<file path="src/rtl/captura_hamming.sv">
// captura_hamming
// Front end of the Hamming SECDED display path. It synchronises and debounces
// the load button and synchronises the switch word. Each debounced press
// starts a three-stage decode: capture, syndrome, correct. The corrected
// nibble and the error position stay on the outputs until the next decode
// completes.
//
// state    | meaning
// IDLE     | no result yet, waiting for a press
// CAPTURA  | switch word latched, syndrome/parity being registered
// SINDROME | correction being registered onto the outputs
// MUESTRA  | result held, waiting for the next press
//
// Ports:
//   clk             system clock
//   rst_n           asynchronous active-low reset
//   btn_cargar      raw load push-button (polarity set by BTN_ACTIVO_BAJO)
//   palabra_rx      raw switch word: [6:0] Hamming positions 1..7, [7] overall parity
//   w_corregida_b4  {0,d4,d3,d2,d1}; 5'b10000 flags a double error
//   error_pos       corrected position 1..7, 8 = parity bit, 0 = none/double
//   valido          outputs hold a completed decode
//   ocupado         decode in progress
module captura_hamming #(
    parameter int DEBOUNCE_CYCLES = 270000,
    parameter bit BTN_ACTIVO_BAJO = 1'b1
) (
    input  logic       clk,
    input  logic       rst_n,
    input  logic       btn_cargar,
    input  logic [7:0] palabra_rx,
    output logic [4:0] w_corregida_b4,
    output logic [3:0] error_pos,
    output logic       valido,
    output logic       ocupado
);

    localparam int CW = $clog2(DEBOUNCE_CYCLES + 1);
    localparam logic [CW-1:0] CNT_FIN = CW'(DEBOUNCE_CYCLES - 1);

    typedef enum logic [1:0] {
        IDLE     = 2'd0,
        CAPTURA  = 2'd1,
        SINDROME = 2'd2,
        MUESTRA  = 2'd3
    } estado_t;

    logic [1:0]    btn_sync;
    logic [7:0]    rx_sync1;
    logic [7:0]    rx_sync2;
    logic          btn_nivel;
    logic [CW-1:0] cnt_deb;
    logic          btn_deb;
    logic          btn_deb_d;
    logic          pulso_carga;

    estado_t       estado;
    estado_t       estado_sig;
    logic          cargar;

    logic [7:0]    palabra_q;
    logic [2:0]    sind_q;
    logic          par_q;

    logic [6:0]    pos_corr;
    logic [4:0]    w_sig;
    logic [3:0]    pos_sig;

    always_ff @(posedge clk or negedge rst_n) begin
        if (!rst_n) begin
            btn_sync <= '0;
            rx_sync1 <= '0;
            rx_sync2 <= '0;
        end else begin
            btn_sync <= {btn_sync[0], btn_cargar};
            rx_sync1 <= palabra_rx;
            rx_sync2 <= rx_sync1;
        end
    end

    // Polarity is normalised after the synchroniser so that 1 always means pressed.
    assign btn_nivel = BTN_ACTIVO_BAJO ? ~btn_sync[1] : btn_sync[1];

    always_ff @(posedge clk or negedge rst_n) begin
        if (!rst_n) begin
            cnt_deb   <= '0;
            btn_deb   <= 1'b0;
            btn_deb_d <= 1'b0;
        end else begin
            btn_deb_d <= btn_deb;
            if (btn_nivel == btn_deb) begin
                cnt_deb <= '0;
            end else if (cnt_deb == CNT_FIN) begin
                btn_deb <= btn_nivel;
                cnt_deb <= '0;
            end else begin
                cnt_deb <= cnt_deb + 1'b1;
            end
        end
    end

    // Only the debounced press edge loads; release is ignored.
    assign pulso_carga = btn_deb & ~btn_deb_d;

    always_ff @(posedge clk or negedge rst_n) begin
        if (!rst_n) begin
            estado <= IDLE;
        end else begin
            estado <= estado_sig;
        end
    end

    always_comb begin
        estado_sig = estado;
        cargar     = 1'b0;
        case (estado)
            IDLE, MUESTRA: begin
                if (pulso_carga) begin
                    estado_sig = CAPTURA;
                    cargar     = 1'b1;
                end
            end
            CAPTURA:  estado_sig = SINDROME;
            SINDROME: estado_sig = MUESTRA;
            default:  estado_sig = IDLE;
        endcase
    end

    assign ocupado = (estado == CAPTURA) || (estado == SINDROME);

    // Correction from the registered syndrome and parity.
    always_comb begin
        pos_corr = palabra_q[6:0];
        for (int i = 0; i < 7; i++) begin
            if (sind_q == 3'(i + 1)) begin
                pos_corr[i] = ~palabra_q[i];
            end
        end

        w_sig   = {1'b0, palabra_q[6], palabra_q[5], palabra_q[4], palabra_q[2]};
        pos_sig = 4'd0;
        if (sind_q != 3'd0 && par_q) begin
            w_sig   = {1'b0, pos_corr[6], pos_corr[5], pos_corr[4], pos_corr[2]};
            pos_sig = {1'b0, sind_q};
        end else if (sind_q == 3'd0 && par_q) begin
            pos_sig = 4'd8;
        end else if (sind_q != 3'd0 && !par_q) begin
            w_sig   = 5'b10000;
        end
    end

    always_ff @(posedge clk or negedge rst_n) begin
        if (!rst_n) begin
            palabra_q      <= '0;
            sind_q         <= '0;
            par_q          <= 1'b0;
            w_corregida_b4 <= '0;
            error_pos      <= '0;
            valido         <= 1'b0;
        end else begin
            if (cargar) begin
                palabra_q <= rx_sync2;
                valido    <= 1'b0;
            end
            if (estado == CAPTURA) begin
                sind_q <= {palabra_q[3] ^ palabra_q[4] ^ palabra_q[5] ^ palabra_q[6],
                           palabra_q[1] ^ palabra_q[2] ^ palabra_q[5] ^ palabra_q[6],
                           palabra_q[0] ^ palabra_q[2] ^ palabra_q[4] ^ palabra_q[6]};
                par_q  <= ^palabra_q;
            end
            if (estado == SINDROME) begin
                w_corregida_b4 <= w_sig;
                error_pos      <= pos_sig;
                valido         <= 1'b1;
            end
        end
    end

endmodule

</file>
<file path="config.mk">
export PLATFORM = sky130hd
export DESIGN_NAME = captura_hamming
export DESIGN_NICKNAME = d
export VERILOG_FILES = /design/src/rtl/captura_hamming.sv
export SDC_FILE = /design/constraint.sdc
export NUM_CORES = 1
export LEC_CHECK = 0
export CELL_PAD_IN_SITES_DETAIL_PLACEMENT = 1
export CELL_PAD_IN_SITES_GLOBAL_PLACEMENT = 1
export CORE_ASPECT_RATIO = 0.7
export CORE_MARGIN = 2
export CORE_UTILIZATION = 30
export DETAILED_ROUTE_END_ITERATION = 12
export PLACE_DENSITY = 0.58
export SETUP_SLACK_MARGIN = 0.1
export SLEW_MARGIN = 20
export SYNTH_ARGS = -nofsm -noshare
export SYNTH_HDL_FRONTEND = slang
export SYNTH_SLANG_ARGS = --single-unit
</file>
<file path="constraint.sdc">
create_clock -name clk -period 2.2 [get_ports clk]
set_input_delay 0.33 -clock clk [delete_from_list [all_inputs] [get_ports clk]]
set_output_delay 0.33 -clock clk [all_outputs]
set_load 0.05 [all_outputs]
</file>
==> flow_metrics.tcl <==
set metrics [dict create \
    num_vias 1688 \
    pre_cts_slack_ns 0.350 \
    fp.dieH_microns 82.4 \
    p_leak_nw 1.36 \
    hold_slack_ns 0.0120 \
    gp_congestion 0.810 \
    clockRootBuffer "clkbuf_16" \
    rows 28 \
    dr.pass1.iters 4 \
    cp_slowest_stage_delay_ns 0.44 \
    period_needed_ns 1.88 \
    period_share_pct 85.6 \
    post_drt_via_cell_ratio 4.38 \
    dp_hpwl_microns 3340 \
    clk_pin_slew_ns 0.06 \
    hold_buffers 0 \
    port_buffers 21 \
    htree_levels 3 \
    syn2layout_area_growth_pct 24.0 \
    synth_top_area_cell "dfrtp_1" \
    power_density_nw_per_um2 786 \
    setup_slack_ns 0.317 \
    synth_cells 235 \
    overflow 0 \
    wl_per_cell_microns 12.8 \
    start_util_pct 31.1 \
    rr_worst_depth 5 \
    worst_slew_pin_slew_ns 0.507 \
    synth-edff-count 0 \
    cp-start-kind "flip-flop" \
    drive_above_1_share_pct 14.3 \
    final_common_cell "dfrtp_1" \
    finalNetCount 274 \
    critPathKind "reg -> reg" \
    io_pins 22 \
    post-route-util_pct 38.5 \
    syn-num-nets 249 \
    synthesis.area_sq_um 2630 \
    synth_top_area_share_pct 59.9 \
    drc 0 \
    worstPathMaxFanout 5 \
    antenna_found_initial 0 \
    ys_types 34 \
    diodes 0 \
    end_kind "flip-flop" \
    grt_max_degree 64 \
    synth_warnings 0 \
    synthTopCellsByArea "dfrtp_1, xnor2_1, mux2_2" \
    cts_tree "built" \
    first_global_vias 1690 \
    worstPathRequired_ns 2.45 \
    ys_ff_latch 63 \
    drt_iter0_markers 40 \
    cts_buffer_depth 2 \
    die_area_sq_um 9560 \
    grt.total_usage_pct 12.0 \
    core_area_sq_um 8480 \
    worst_path_max_delay_cell "or3_4" \
    routed_wl_microns 4920 \
    numCtsBuffers 9 \
    grt_pass1_wl_microns 8370 \
    ys.flop_type "dfrtp_1" \
    hold_class "in -> async" \
    crit_arrival_ns 2.13 \
    ant_nets 0 \
    setup_viol_count_final 0 \
    cts_sinks 63 \
    timing.final.hold_violations 0 \
    setup_tns_ns 0 \
    grt_setup_unrepaired "false" \
    synth.avg_cell_area_sq_um 11.2 \
    yosysSeqAreaShare_pct 59.9 \
    relSlewSlack_pct 66.1 \
    dieWidth_microns 116 \
    cpLargestDelayFamily "simple AND/OR/NAND/NOR gates" \
    async_flop_share_pct 100 \
    postCtsResizedCells 0 \
    layout_common_cells "dfrtp_1, nor2_1, xnor2_1, clkdlybuf4s50_1, a21oi_1" \
    drv_cap 0 \
    crit_cells 5 \
    peakVddDrop_uv 617 \
    cts_setup_buffers 0 \
    clock-skew-final_ns 0.00658 \
    fmax_mhz 531 \
    clock_latency_ns 0.33 \
    slew_violations 0 \
    status "complete, no violations" \
    path_buf_inv 0 \
    timing.critical_path.cells "ha_1 -> nand3_2 -> or3_4 -> or4_1 -> a21oi_1" \
]
Yosys cell counts, types with 2 or more instances:
master / instances
o21ai_0: 7
nor4b_1: 2
nand3_2: 3
nand2_1: 11
xor2_1: 3
nor3_1: 6
buf_2: 2
o2bb2ai_1: 3
dfrtp_1: 63
a21oi_1: 16
or3_1: 4
mux2_2: 9
nand4_1: 2
xnor2_1: 22
nand3_1: 9
nor4_1: 5
nor2_1: 27
nand2b_1: 4
inv_1: 13
ha_1: 3
clkbuf_1: 8
path summary, 6_finish.rpt:
kind | start | endpoint | slack (ns)
max | cnt_deb[0] | cnt_deb[18] | 0.32
min | rst_n | palabra_q[7] | 0.01
max reg2reg | cnt_deb[0] | cnt_deb[18] | 0.32
min reg2reg | rx_sync1[1] | rx_sync2[1] | 0.35
max in group asynchronous | rst_n | w_corregida_b4[3] | 1.93
min in group clk | rx_sync1[1] | rx_sync2[1] | 0.35
through the flow:
| stage | area, sq um | std cells | total power [mW] |
|---|---|---|---|
| 6_report | 3270 | 385 | 2.57 |
| 5_1_grt | 3270 | 385 | 2.68 |
| 4_1_cts | 3270 | 385 | 2.63 |
| 3_5_place_dp | 2980 | 369 | 1.27 |
| 3_3_place_gp | 2980 | 369 | 1.27 |
| 2_1_floorplan | 2630 | 235 | 1.22 |
layer usage:
metal | GRT usage (%) | routed length, microns
met5 | 0 | 0
met2 | 16.4 | 1980
met3 | 4.82 | 183
met4 | 5.71 | 102
met1 | 16.5 | 2650
report_power, final:
| part | internal [mW] | leakage, nW | total, mW | switching (mW) |
|---|---|---|---|---|
| clock | 0.795 | 0.131 | 1.32 | 0.526 |
| combinational | 0.0237 | 0.389 | 0.0568 | 0.0332 |
| sequential | 1.18 | 0.836 | 1.19 | 0.00985 |
| total | 2.00 | 1.36 | 2.57 | 0.569 |
logic make-up (layout without fill, tap and decap cells):
family          Yosys count  count (layout)  share of synthesized area (%)
mux                      10              10                           4.23
fa+ha+maj                 3               3                           1.43
simple gates             79              79                           15.5
flops                    63              63                           59.9
compound gates           32              32                           7.27
xor+xnor                 25              25                           8.31
buf+inv                  23              53                           3.37
flip-flops by register name, indices dropped and copies added (netlist names), 3 cells and up:
signal          flops
rx_sync1            8
error_pos           4
sind_q              3
rx_sync2            8
palabra_q           8
w_corregida_b4      5
cnt_deb            19
final cells by class:
type | count | area (sq um)
sequential | 63 | 1580
timing repair buffer | 24 | 238
inverter | 13 | 48.8
clock buffer | 10 | 239
tap | 120 | 150
multi-input combinational | 149 | 968
clock inverter | 6 | 45.0
fill | 946 | 5210
No activity file was read; power rests on OpenSTA's default activity.
==> edit 1 (same flow settings) <==
The parameter `DEBOUNCE_CYCLES` goes from 270000 to 540000.
--- a/src/rtl/captura_hamming.sv
+++ b/src/rtl/captura_hamming.sv
@@ -21,7 +21,7 @@
 //   valido          outputs hold a completed decode
 //   ocupado         decode in progress
 module captura_hamming #(
-    parameter int DEBOUNCE_CYCLES = 270000,
+    parameter int DEBOUNCE_CYCLES = 540000,
     parameter bit BTN_ACTIVO_BAJO = 1'b1
 ) (
     input  logic       clk,
Check against the original RTL: same outputs for any inputs over 10 cycles, from zero or initial values and one cycle with rst_n low; that may be too few to reach the edited logic, so the function may still have changed.
==> edit 1 against the original RTL <==
  * Clock skew about the same
  * Final cell count grew 2.6%
  * Area after synthesis up 2.6%
  * Critical path depth down 1
  * Power up 9.9%
  * Routed wire length grew 5.5%
  * Design area rose by 3.9%
  * Worst setup slack better by 0.055 ns
  * Die area is 2.5% higher
  * Sequential cell count grew 1
  * Critical endpoint is now cnt_deb[19]
  * Largest cell class unchanged
  * Largest power group unchanged
  * Highest routed layer unchanged
==> edit 1: results (changes against the original RTL) <==
fin_nets: 284  # was 274
post_cts_resized: 0  # unchanged
ys_seq_area_frac: 0.5926  # was 0.5986
synth_commonest_cells: "dfrtp_1 (64), nor2_1 (29), xnor2_1 (21)"  # was dfrtp_1 (63), nor2_1 (27), xnor2_1 (22)
arrival_ns: 2.07  # was 2.13 ns
hpwl_um: 3546  # was 3340 µm
power_leakage_nw: 1.424  # was 1.356 nW
min_period_over_period: 0.8307  # was 0.8559
postCtsSetupRepairBufs: 0  # unchanged
first_global_vias: 1844  # was 1,690
post_drt_wl_per_cell_um: 13.14  # was 12.78 µm
slew_headroom: 0.5925  # was 0.6612
grt_usage: 0.1182  # was 0.1200
syn-num-nets: 257  # was 249
gp_congestion: 0.7535  # was 0.8100
reg2reg_to: "cnt_deb[19]"  # was cnt_deb[18]
startpoint: "cnt_deb[5]"  # was cnt_deb[0]
status: "complete, no violations"  # unchanged
finClkSkew_ns: 0.006401  # was 0.006578 ns
root_buffer: "clkbuf_16"  # unchanged
fill_cells: 937  # was 946
vdd_drop_max_mv: 0.3594  # was 0.6173 mV
r2r_cells: 4  # was 5
p_sw_frac: 0.2026  # was 0.2214
num_antenna_cells: 0  # unchanged
grt_first_pass_wirelength_um: 9156  # was 8369 µm
cp_max_fo: 6  # was 5
grt_max_degree: 39  # was 64
dp_slack_ns: 0.3969  # was 0.3495 ns
avgViaCountPerCell: 4.491  # was 4.384
synth_area_leaders: "dfrtp_1 (59%), xnor2_1 (6.8%), nor2_1 (4.0%)"  # was dfrtp_1 (60%), xnor2_1 (7.3%), mux2_2 (3.8%)
dr.first_iter.drc_count: 99  # was 40
clk_path_buf_depth: 2  # unchanged
largest_reg_flops: 20  # was 19
drive_above_1_share: 0.1455  # was 0.1434
## edit 1: changes by cell type after synthesis, sizes merged, moves of 3 or more
| cell | change |
|---|---|
| or3 | -3 |
| nand3 | -3 |
| nand4 | +7 |
| nand2 | +4 |
| xor2 | +3 |
## edit 1: routing by layer
metal / part of all wire / track usage / up-vias
met3: 0.034 / 0.04190 / 8
met5: 0 / 0 / -
met4: 0.015 / 0.04600 / 0
met1: 0.55 / 0.1684 / 857
li1: - / - / 883
met2: 0.40 / 0.1627 / 26
## edit 1: logic make-up after synthesis
family / share of synthesized area
DFF: 0.5926
adders and majority gates: 0.01389
muxes: 0.03750
AOI/OAI and AO/OA: 0.07825
xor gates and xnor gates: 0.08750
and+or+nand+nor: 0.1625
buffers and inverters: 0.02778
## edit 1: through the flow
stage / cells / hold slack [ns] / instance area (µm²) / power (mW) / utilization
after floorplan: 243 / 0.03441 / 2703 / 1.242 / -
after global routing: 395 / 0.05106 / 3395 / 2.936 / 0.3955
after CTS: 395 / 0.03347 / 3395 / 2.876 / 0.3955
final: 395 / 0.01397 / 3395 / 2.821 / 0.3955
after detailed placement: 379 / 0.3363 / 3064 / 1.295 / 0.3570
after global placement: 379 / 0.3322 / 3064 / 1.293 / 0.3570
## edit 1: worst max-delay path, stage by stage, from the launching register on
cell and delay (ns):
dfrtp_1 0.47, nand4_2 0.20, or4_4 0.59, or3_1 0.36
a21oi_1 0.14
## edit 1: how the worst min path moves through the flow
stage | endpoint | cells past startpoint | slack, ns | startpoint
detailed placement | rx_sync2[1] | 0 | 0.34 | rx_sync1[1]
global route | rx_sync1[7] | 1 | 0.05 | rst_n
CTS | rx_sync1[7] | 1 | 0.03 | rst_n
finish | rx_sync2[7] | 1 | 0.01 | rst_n
global placement | rx_sync2[3] | 0 | 0.33 | rx_sync1[3]
floorplan | btn_deb | 0 | 0.03 | rst_n
## edit 1: area by class of cell
class | instances | share of cell area
Clock buffer | 10 | 0.07040
Clock inverter | 6 | 0.02691
Inverter | 11 | 0.01216
Multi-Input combinational cell | 159 | 0.3022
Sequential cell | 64 | 0.4718
Tap cell | 120 | 0.04423
Timing Repair Buffer | 25 | 0.07224
## edit 1: power groups by stage
| stage | Combinational, mW | Sequential, mW | Clock, mW |
|---|---|---|---|
| detailed placement | 0.0636 | 1.23 | 0 |
| global placement | 0.0629 | 1.23 | 0 |
| CTS | 0.0641 | 1.21 | 1.60 |
| finish | 0.0602 | 1.21 | 1.55 |
| global route | 0.0701 | 1.21 | 1.65 |
| floorplan | 0.0134 | 1.23 | 0 |
==> edit 2 (same settings) <==
Made on the original files. Add an input register stage for `btn_cargar` and `palabra_rx`, with the module's reset; this delays them by one clock.
--- a/src/rtl/captura_hamming.sv
+++ b/src/rtl/captura_hamming.sv
@@ -44,6 +44,19 @@
         MUESTRA  = 2'd3
     } estado_t;
 
+    logic btn_cargar_q;
+    logic [7:0] palabra_rx_q;
+
+    always_ff @(posedge clk or negedge rst_n) begin
+        if (!rst_n) begin
+            btn_cargar_q <= '0;
+            palabra_rx_q <= '0;
+        end else begin
+            btn_cargar_q <= btn_cargar;
+            palabra_rx_q <= palabra_rx;
+        end
+    end
+
     logic [1:0]    btn_sync;
     logic [7:0]    rx_sync1;
     logic [7:0]    rx_sync2;
@@ -71,8 +84,8 @@
             rx_sync1 <= '0;
             rx_sync2 <= '0;
         end else begin
-            btn_sync <= {btn_sync[0], btn_cargar};
-            rx_sync1 <= palabra_rx;
+            btn_sync <= {btn_sync[0], btn_cargar_q};
+            rx_sync1 <= palabra_rx_q;
             rx_sync2 <= rx_sync1;
         end
     end
Behaviour: no difference found for any inputs over 10 cycles, from zero or initial values and one cycle with rst_n low; that may be too few to reach the edited logic, so the function may still have changed.
==> edit 2 against the original RTL <==
  * The run now ends with negative hold slack left
  * Area after synthesis is 9.3% higher
  * Fmax is 1.3% higher
  * Clock skew is 0.0021 ns lower
  * Synthesized cell count is 3.4% higher
  * Power is 7.8% higher
  * Worst setup slack better by 0.024 ns
  * Design area is 7.4% higher
  * Sequential cell count is 9 higher
  * Routed wire length is 6.1% higher
  * Final cell count is 2.9% higher
  * Largest power group is now sequential cells
==> edit 2: results (changes against the original RTL) <==
yosys.area_share.xor_xnor: 0.07605  # was 0.08314
cp_slowest_cell: "a31o_2"  # was or3_4
pg_comb_mw: 0.0613  # was 0.0568 mW
synth_compound_area_frac: 0.06475  # was 0.07268
ys_seq_area_frac: 0.6258  # was 0.5986
first_global_vias: 1891  # was 1,690
cp_max_fo: 19  # was 5
reg2reg_to: "cnt_deb[3]"  # was cnt_deb[18]
vias: 1802  # was 1,688
avgViaCountPerCell: 4.551  # was 4.384
finClkSkew_ns: 0.004461  # was 0.006578 ns
gp_congestion: 0.7517  # was 0.8100
power_leakage_nw: 1.485  # was 1.356 nW
fmax_ghz: 0.5379  # was 0.5311 GHz
synthMuxAreaShare: 0.04259  # was 0.04228
p_switching_mw: 0.5964  # was 0.5685 mW
status: "finished with violations"  # was complete, no violations
violations: "negative hold slack"
synth_area_leaders: "dfrtp_1 (63%), xnor2_1 (4.9%), mux2_2 (3.9%)"  # was dfrtp_1 (60%), xnor2_1 (7.3%), mux2_2 (3.8%)
whs_ns: -0.006162  # was 0.01201 ns
finalHoldViolCount: 4  # was 0
dp_slack_ns: 0.3398  # was 0.3495 ns
dr.first_iter.drc_count: 65  # was 40
drive_above_1_share: 0.1434  # about the same
dp_cells: 380  # was 369
power_mw: 2.768  # was 2.568 mW
[edit 2: logic make-up (layout without fill, tap and decap cells)]
| kind of cell | Yosys count | count (layout) |
|---|---|---|
| and+or+nand+nor | 80 | 80 |
| DFF | 72 | 72 |
| AOI/OAI and AO/OA | 31 | 31 |
| xor gates and xnor gates | 25 | 25 |
| buffers and inverters | 21 | 50 |
| muxes | 11 | 11 |
| adders and majority gates | 3 | 3 |
[edit 2: layer usage]
metal  up-vias  track usage  share of wire
met3         9      0.03923          0.051
met2        39       0.1578           0.41
met5         -            0              0
met4         0      0.05708          0.022
li1        873            -              -
met1       881       0.1653           0.51
[edit 2: cell type report]
| cell class | instances | area [µm²] |
|---|---|---|
| fillers | 986 | 5673 |
| repair buffers | 23 | 230.2 |
| clock inverters | 6 | 43.79 |
| multi-input cells | 150 | 996.0 |
| clock buffers | 10 | 239.0 |
| flip-flops and latches | 72 | 1802 |
| inverters | 11 | 41.29 |
| well taps | 124 | 155.1 |
